<file path="src/rtl/multicycle_add_sub_pkg.sv">
// Shared types and helpers for the multi-cycle adder/subtractor.
// Latency: n/a (declarations only).
// Backpressure: n/a.
package multicycle_add_sub_pkg;

    // Control FSM encoding; values are fixed so that waveforms and any
    // external decoders agree on what each code means.
    typedef enum logic [1:0] {
        ST_IDLE = 2'd0,
        ST_RUN  = 2'd1,
        ST_DONE = 2'd2
    } state_t;

    // Width of a counter that indexes n slices; never narrower than one bit.
    function automatic int idx_width(input int n);
        return (n > 1) ? $clog2(n) : 1;
    endfunction

endpackage

</file>
<file path="src/rtl/multicycle_add_sub_chunk_adder.sv">
// Purpose: combinational CHUNK-bit ripple adder slice with carry in/out.
// Latency: 0 cycles (pure combinational).
// Backpressure: none; output follows inputs.
// Ports: a, b (CHUNK) operands; c_in carry in; sum (CHUNK); c_out carry out of
//        the top bit; c_msb_in carry into the top bit (used for signed overflow).
module chunk_adder #(
    parameter int CHUNK = 4
) (
    input  logic [CHUNK-1:0] a,
    input  logic [CHUNK-1:0] b,
    input  logic             c_in,
    output logic [CHUNK-1:0] sum,
    output logic             c_out,
    output logic             c_msb_in
);

    // cy[i] is the carry into bit i; cy[CHUNK] leaves the slice.
    logic [CHUNK:0] cy;

    assign cy[0] = c_in;

    for (genvar i = 0; i < CHUNK; i++) begin : g_bit
        assign sum[i]  = a[i] ^ b[i] ^ cy[i];
        assign cy[i+1] = (a[i] & b[i]) | (cy[i] & (a[i] ^ b[i]));
    end

    assign c_out    = cy[CHUNK];
    assign c_msb_in = cy[CHUNK-1];

endmodule

</file>
<file path="src/rtl/multicycle_add_sub.sv">
// Purpose: WIDTH-bit add/sub computed one CHUNK-bit slice per clock with a registered carry.
// Latency: start accepted at edge E0 -> done pulses in the cycle after edge E(NCHUNK+1).
// Backpressure: start is ignored (not queued) while busy=1; result held until the next accepted start.
// Ports: clk, rst (sync, active-high); start/op_sub/a/b request (sampled when idle);
//        busy, done (1-cycle pulse), result, carry_out, overflow (valid with done).
module multicycle_add_sub
    import multicycle_add_sub_pkg::*;
#(
    parameter int WIDTH = 16,
    parameter int CHUNK = 4
) (
    input  logic             clk,
    input  logic             rst,
    input  logic             start,
    input  logic             op_sub,
    input  logic [WIDTH-1:0] a,
    input  logic [WIDTH-1:0] b,
    output logic             busy,
    output logic             done,
    output logic [WIDTH-1:0] result,
    output logic             carry_out,
    output logic             overflow
);

    localparam int NCHUNK = WIDTH / CHUNK;
    localparam int CW     = idx_width(NCHUNK);
    localparam logic [CW-1:0] LAST_IDX = CW'(NCHUNK - 1);

    if (CHUNK < 1 || CHUNK > WIDTH || (WIDTH % CHUNK) != 0) begin : g_bad_params
        $error("multicycle_add_sub: CHUNK must divide WIDTH and lie in 1..WIDTH");
    end

    state_t                        state_q, state_d;
    // Operands and result are kept as slice arrays so the per-cycle slice is a plain index.
    logic [NCHUNK-1:0][CHUNK-1:0]  a_q, a_d;
    logic [NCHUNK-1:0][CHUNK-1:0]  b_q, b_d;
    logic [NCHUNK-1:0][CHUNK-1:0]  result_q, result_d;
    logic [CW-1:0]                 idx_q, idx_d;
    logic                          c_q, c_d;
    // Set once the last slice is written; RUN spends one more cycle before DONE.
    logic                          fin_q, fin_d;
    logic                          carry_out_q, carry_out_d;
    logic                          overflow_q, overflow_d;

    logic [CHUNK-1:0]              slice_sum;
    logic                          slice_c_out;
    logic                          slice_c_msb;

    chunk_adder #(.CHUNK(CHUNK)) u_chunk_adder (
        .a        (a_q[idx_q]),
        .b        (b_q[idx_q]),
        .c_in     (c_q),
        .sum      (slice_sum),
        .c_out    (slice_c_out),
        .c_msb_in (slice_c_msb)
    );

    // State and datapath registers.
    always_ff @(posedge clk) begin
        if (rst) begin
            state_q     <= ST_IDLE;
            a_q         <= '0;
            b_q         <= '0;
            result_q    <= '0;
            idx_q       <= '0;
            c_q         <= 1'b0;
            fin_q       <= 1'b0;
            carry_out_q <= 1'b0;
            overflow_q  <= 1'b0;
        end else begin
            state_q     <= state_d;
            a_q         <= a_d;
            b_q         <= b_d;
            result_q    <= result_d;
            idx_q       <= idx_d;
            c_q         <= c_d;
            fin_q       <= fin_d;
            carry_out_q <= carry_out_d;
            overflow_q  <= overflow_d;
        end
    end

    // Next-state logic.
    always_comb begin
        state_d = state_q;
        case (state_q)
            ST_IDLE: if (start) state_d = ST_RUN;
            ST_RUN:  if (fin_q) state_d = ST_DONE;
            ST_DONE: state_d = ST_IDLE;
            default: state_d = ST_IDLE;
        endcase
    end

    // Datapath updates.
    always_comb begin
        a_d         = a_q;
        b_d         = b_q;
        result_d    = result_q;
        idx_d       = idx_q;
        c_d         = c_q;
        fin_d       = fin_q;
        carry_out_d = carry_out_q;
        overflow_d  = overflow_q;
        case (state_q)
            ST_IDLE: begin
                if (start) begin
                    // Subtract as a + ~b + 1: invert B once here, seed the carry with 1.
                    a_d   = a;
                    b_d   = b ^ {WIDTH{op_sub}};
                    c_d   = op_sub;
                    idx_d = '0;
                    fin_d = 1'b0;
                end
            end
            ST_RUN: begin
                if (!fin_q) begin
                    result_d[idx_q] = slice_sum;
                    c_d             = slice_c_out;
                    if (idx_q == LAST_IDX) begin
                        fin_d       = 1'b1;
                        carry_out_d = slice_c_out;
                        overflow_d  = slice_c_out ^ slice_c_msb;
                    end else begin
                        idx_d = idx_q + CW'(1);
                    end
                end
            end
            default: ;
        endcase
    end

    // Outputs.
    always_comb begin
        busy = (state_q != ST_IDLE);
        done = (state_q == ST_DONE);
    end

    assign result    = result_q;
    assign carry_out = carry_out_q;
    assign overflow  = overflow_q;

endmodule
</file>
<file path="config.mk">
export PLATFORM = sky130hd
export DESIGN_NAME = multicycle_add_sub
export DESIGN_NICKNAME = d
export VERILOG_FILES = /design/src/rtl/multicycle_add_sub_pkg.sv /design/src/rtl/multicycle_add_sub_chunk_adder.sv /design/src/rtl/multicycle_add_sub.sv
export SDC_FILE = /design/constraint.sdc
export NUM_CORES = 1
export LEC_CHECK = 0
export CAP_MARGIN = 5
export CORE_MARGIN = 1
export CORE_UTILIZATION = 34
export DETAILED_ROUTE_END_ITERATION = 12
export SETUP_SLACK_MARGIN = 0.15
export SYNTH_ARGS = -nofsm -noshare
export SYNTH_HDL_FRONTEND = slang
export SYNTH_HIERARCHICAL = 1
export SYNTH_SLANG_ARGS = --single-unit
</file>
<file path="constraint.sdc">
create_clock -name clk -period 8.8 [get_ports clk]
set_clock_uncertainty 0.15 [all_clocks]
set_input_delay 1.76 -clock clk [delete_from_list [all_inputs] [get_ports clk]]
set_output_delay 1.76 -clock clk [all_outputs]
set_load 0.05 [all_outputs]
</file>
==> results of run 1 <==
==> metrics by stage <==
step	total power, mW	cells	hold WS, ns	setup WS (ns)	util, %
3_5_place_dp	0.386	404	0.298	5.21	43.7
5_1_grt	0.552	412	0.332	4.77	45.0
4_1_cts	0.526	412	0.313	4.90	45.0
2_1_floorplan	0.350	269	0.283	5.48	-
6_report	0.520	412	0.310	4.90	45.0
3_3_place_gp	0.384	404	0.292	5.27	43.7
==> worst max-delay path, delay by kind of cell (launching register included) <==
kind | cells | cell delay (ns)
buffers and inverters | 1 | 0.81
DFF | 1 | 0.68
and+or+nand+nor | 1 | 0.19
==> area by class of cell <==
type,count,area share [%]
clock buffer,5,2.11
clock inverter,3,0.652
inverter,11,1.27
multi-input combinational,179,40.1
sequential,56,34.4
tap,99,3.80
timing repair buffer,59,17.7
==> cell families (layout without fill, tap and decap cells) <==
group	count (synthesis)	after routing	synth area share [%]
muxes	25	25	13.7
and+or+nand+nor	86	86	15.5
DFF	56	56	43.7
buffers and inverters	34	78	5.42
AOI/OAI and AO/OA	42	42	10.3
adders and majority gates	9	9	5.56
xor gates and xnor gates	17	17	5.81
==> worst max-delay path by stage <==
stage,start,endpoint,slack [ns],cells past startpoint
2_1_floorplan,state_q[1],done,5.48,2
3_3_place_gp,op_sub,b_q[7],5.27,3
3_5_place_dp,op_sub,b_q[0],5.21,3
4_1_cts,state_q[1],done,4.90,2
5_1_grt,state_q[1],done,4.77,2
6_report,state_q[1],done,4.90,2
==> state kept, by name (all words and copies together) (netlist names) <==
name	count
a_q	16
b_q	16
c_q	1
carry_out	1
fin_q	1
idx_q	2
overflow	1
result	16
state_q	2
==> metal layers <==
metal  vias up  track usage [%]  part of all wire, %
met5         -                0                    0
met4         0             4.84                  1.3
met3         6             3.92                  5.3
met2        62             23.7                   44
met1       847             20.3                   49
li1        992                -                    -
==> power breakdown <==
group | total (mW) | switching [mW] | internal [mW]
registers | 0.279 | 0.0102 | 0.268
clock network | 0.142 | 0.0855 | 0.0567
logic | 0.0993 | 0.0507 | 0.0485
total | 0.520 | 0.146 | 0.374
==> placed cells by master (no fill, tap or decap), types with 2 or more instances in the layout <==
cell,instances
a211oi_1,17
a21oi_1,19
buf_4,4
clkbuf_8,5
clkdlybuf4s50_1,54
dfxtp_1,56
fa_1,4
ha_1,5
inv_1,11
mux2i_1,17
mux4_2,8
nand2_1,33
nand2b_1,2
nor2_1,35
nor2b_1,3
nor4bb_1,5
or3_1,2
or3b_1,2
xnor2_1,17
==> key figures, run 1 <==
STA
  – RSZ-0062 raised after global routing: no
  – Worst rel slew slack: 22.7%
  – Max-slew violations: 0
  – Final period util: 44.3%
  – Endpoints failing setup: 0
  – Tightest Pin Transition: 1.14 ns
  – Top achievable clock speed: 256 MHz
  – Fin Setup TNS: 0 ns
  – Final hold violation count: 0
  – Minimum period implied by the final worst setup slack: 3.90 ns

Clock network
  – Number of buffers on the longest clock path: 2
  – CTS tree: built
  – Inserted Clock Buffers: 5
  – Number of clock sinks: 56
  – Total setup buffers inserted after CTS: 0
  – CTS root buffer: clkbuf_8
  – H-tree depth: 2
  – Clock latency of the later-clocked register in the worst-skew pair: 0.31 ns
  – CTS hold repair buffers: 0
  – # resized after CTS: 0
  – CTS clock-pin slew for the worst setup and hold paths: 0.10 ns

Floorplan
  – Row count: 31
  – I/O pins: 56
  – Width of the chip: 88.8 um
  – Floorplan Core Area: 0.00725 sq mm
  – Overall die area: 0.00789 sq mm
  – Die height: 88.8 um
  – Starting Density: 35.3%

GRT
  – Residual overflow from global routing: 0
  – Total track usage: 15.1%
  – First-pass GRT wire length: 8890 um
  – Number of global-route vias before repair: 1785
  – Pin count of the biggest net entering global routing: 58
  – Initial antenna violation count: 0

Drt
  – Number of vias after detailed routing: 1907
  – DRC violation count after routing: 0
  – Vias per std cell: 4.63
  – Residual antenna-violating net count after detailed routing: 0
  – DR iter-0 viols: 36
  – Wire length after detailed routing: 5270 um
  – Wire length per cell: 12.8 um
  – First-pass detailed-route iteration total: 7

Placed design
  – Gpl congestion: 0.746
  – Cell area after placement: 0.00317 sq mm
  – HPWL Detailed: 3750 um
  – Port bufs: 55

Hold path
  – Hold WC Path Type: flop to flop
  – Start point of the worst hold path: a_q[11]
  – End of the worst hold path: a_q[11]
  – Hold Path Depth: 2

Final layout
  – Synthesis-to-layout area growth: 27.2%
  – Design Area, Final: 0.00326 sq mm
  – Fraction of layout cells with a size suffix above 1: 7.03%
  – Antenna cell count: 0
  – Multi-input logic area: 0.00131 sq mm
  – Fill cell count: 740
  – Total number of nets in the final design: 357
  – FF+latch area: 0.00112 sq mm

Setup path
  – R2R depth: 11
  – Worst reg2reg setup slack: 5.30 ns
  – Slowest cell on the critical path: clkdlybuf4s50_1
  – CP Data Required Time: 6.89 ns
  – Startpoint types: flop
  – CP max stage delay: 0.81 ns
  – CP Cell Sequence: nor2b_1 > clkdlybuf4s50_1
  – Startpoint of the most critical register-to-register path: idx_q[0]
  – Crit path capture type: output port
  – Type of the worst setup path: flop to output port
  – Arrival @ worst endpoint: 1.99 ns
  – Reg-to-reg critical path endpoint: c_q
  – Critical path peak fanout: 17

Synthesis
  – Library cell with the highest instance count after synthesis: dfxtp_1
  – Post-synth top cells: dfxtp_1 (56), nor2_1 (35), nand2_1 (33), a21oi_1 (19)
  – Fraction of the yosys area taken by sequential cells: 43.7%
  – Gate count after technology mapping: 269
  – Top post-synthesis cells by area: dfxtp_1 (44%), mux4_2 (7.0%), mux2i_1 (6.6%)
  – Most area-hungry cell type in the Yosys netlist: dfxtp_1
  – Number of synthesized register bits: 56
  – Total nets after synthesis: 314
  – Fraction of synthesis flops using an asynchronous set or reset pin: 0%
  – Post-synthesis average cell area: 9.53 sq um
  – Primary FF master, synth: dfxtp_1
  – Cell area after synthesis: 0.00256 sq mm
  – Warnings, synthesis: 6
  – Synth top area share: 43.7%
  – Post-synth EDFFs: 0
  – Number of distinct library cells after synthesis: 28

Pwr
  – Total power per unit cell area: 159 mW/mm^2
  – Worst VDD drop: 0.0000739 V
  – Leak: 1.15 nW

Run status
  – Run status: finished clean

Job
  – Max_cap viols: 0
Note: power is estimated with default switching activity, not from simulation.
==> run 2, diff against run 1 <==
==> constraint.sdc (replaced) <==
create_clock -name clk -period 3.95 [get_ports clk]
set_clock_uncertainty 0.15 [all_clocks]
set_input_delay 0.79 -clock clk [delete_from_list [all_inputs] [get_ports clk]]
set_output_delay 0.79 -clock clk [all_outputs]
set_load 0.05 [all_outputs]
==> run 2 against run 1 <==
  * Routed wire length fell by 3.5%
  * Non-clock buffer count rose by 2
  * Critical path type is now flop to flop
  * Critical path depth rose by 8
  * Sequential power rose by 120%
  * Via count rose by 0.37%
  * Total power rose by 120%
  * Register-to-register slack got worse by 4.6 ns
  * Worst hold slack got worse by 0.0046 ns
  * Largest cell class unchanged
==> key figures, run 2 (synthesis gave the netlist of run 1 again) <==
GRT
  – First-pass GRT wire length: 8670 um
  – Initial antenna violation count: 0
  – Met1 routing resource usage after global routing: 20.1%
  – Most Crowded Layer GR: met2
  – Pin count of the biggest net entering global routing: 58
  – Global Route met3 Usage: 2.99%
  – Total track usage: 14.4%
  – Met2 GRT Util: 22.6%
  – Number of global-route vias before repair: 1821
  – Residual overflow from global routing: 0

STA
  – Final hold violation count: 0
  – Final period util: 81.8%
  – Top achievable clock speed: 310 MHz
  – Tightest Pin Transition: 1.15 ns
  – Fin Setup TNS: 0 ns
  – RSZ-0062 raised after global routing: no
  – Worst rel slew slack: 22.3%
  – Endpoints failing setup: 0
  – Minimum period implied by the final worst setup slack: 3.23 ns
  – Max-slew violations: 0

Clock network
  – CTS clock-pin slew for the worst setup and hold paths: 0.09 ns
  – Clock latency of the later-clocked register in the worst-skew pair: 0.30 ns
  – # resized after CTS: 0
  – Number of buffers on the longest clock path: 2
  – H-tree depth: 2
  – CTS root buffer: clkbuf_8
  – CTS hold repair buffers: 0
  – CTS tree: built
  – Inserted Clock Buffers: 5
  – Total setup buffers inserted after CTS: 0
  – Number of clock sinks: 56

Final layout
  – Design Area, Final: 0.00326 sq mm
  – Fill cell count: 734
  – Most frequent cells in the layout: dfxtp_1 (56), clkdlybuf4s50_1 (54), nor2_1 (35)
  – Total number of nets in the final design: 359
  – Antenna cell count: 0
  – Leading cell type in the layout, fill and taps excluded: dfxtp_1
  – Fraction of layout cells with a size suffix above 1: 7.01%
  – Synthesis-to-layout area growth: 27.3%

Drt
  – Wire length per cell: 12.3 um
  – First-pass detailed-route iteration total: 4
  – DR iter-0 viols: 52
  – Wire length after detailed routing: 5080 um
  – DRC violation count after routing: 0
  – Number of vias after detailed routing: 1914
  – Residual antenna-violating net count after detailed routing: 0
  – Vias per std cell: 4.63

Placed design
  – Gpl congestion: 0.745
  – Cell area after placement: 0.00319 sq mm
  – HPWL Detailed: 3720 um
  – Port bufs: 55

Pwr
  – Sequential power share: 54.9%
  – Switching Power: 301 uW
  – Worst VDD drop: 0.000134 V
  – Leak: 1.16 nW
  – Power consumption: 1.13 mW
  – Clock Power Share: 25.4%
  – Total power per unit cell area: 346 mW/mm^2
  – Relative contribution of combinational cells to total power: 19.7%
  – Switching Share: 26.7%
  – Internal: 827 uW

Setup path
  – Startpoint types: flop
  – Critical path peak fanout: 6
  – CP Data Required Time: 4.00 ns
  – Crit path capture type: flop
  – Arrival @ worst endpoint: 3.28 ns
  – Type of the worst setup path: flop to flop

Floorplan
  – Overall die area: 0.00789 sq mm
  – I/O pins: 56
  – Row count: 31
  – Width of the chip: 88.8 um
  – Starting Density: 35.3%
  – Die height: 88.8 um
  – Floorplan Core Area: 0.00725 sq mm

Run status
  – Run status: finished clean

Job
  – Max_cap viols: 0

Hold path
  – Hold WC Path Type: flop to flop
## run 2: cell types whose count changed in the layout (fill, tap and decap cells not counted), sizes merged
cell      previous run  this run
clkbuf               5         6
inv                 12        11
clkinvlp             1         0
buf                  5         7
## run 2: area by class of cell
type                       count  area (sq um)  area share [%]
multi-input combinational    179          1310            40.1
sequential                    56          1120            34.4
timing repair buffer          61           591            18.1
clock buffer                   6          72.6            2.22
clock inverter                 1          5.00           0.153
tap                           99           124            3.80
inverter                      11          41.3            1.27
## run 2: final timing paths
check	start	end	slack (ns)	depth (start not counted)
worst min register to register	a_q[9]	a_q[9]	0.31	2
worst max register to register	idx_q[0]	c_q	0.72	10
worst max-delay path	idx_q[0]	c_q	0.72	10
worst min-delay path	a_q[9]	a_q[9]	0.31	2
## run 2: power groups by stage
stage / registers [mW] / logic, mW / clock network (mW)
detailed placement: 0.633 / 0.225 / 0
floorplan: 0.641 / 0.139 / 0
finish: 0.620 / 0.222 / 0.287
CTS: 0.620 / 0.225 / 0.305
global placement: 0.633 / 0.223 / 0
global route: 0.626 / 0.247 / 0.323
## run 2: per-layer routing
layer | share of wire [%] | vias to the layer above
met3 | 4.7 | 8
met1 | 51 | 862
met4 | 1.1 | 0
met2 | 43 | 50
li1 | - | 994
met5 | 0 | -
## run 2: worst max-delay path, stage by stage, from the launching register on
cell     delay [ns]
dfxtp_1        0.53
mux4_2         0.58
fa_1           0.42
inv_1          0.08
fa_1           0.18
fa_1           0.17
inv_1          0.07
fa_1           0.41
nor4b_1        0.33
nor2_1         0.07
o221a_1        0.15
## run 2: through the flow
stage | hold slack [ns] | cells | setup WS, ns | utilization [%]
2_1_floorplan | 0.283 | 269 | 0.719 | -
3_3_place_gp | 0.289 | 406 | 0.759 | 43.9
3_5_place_dp | 0.297 | 406 | 0.670 | 43.9
4_1_cts | 0.310 | 413 | 0.665 | 45.0
5_1_grt | 0.333 | 413 | 0.504 | 45.0
6_report | 0.306 | 413 | 0.719 | 45.0
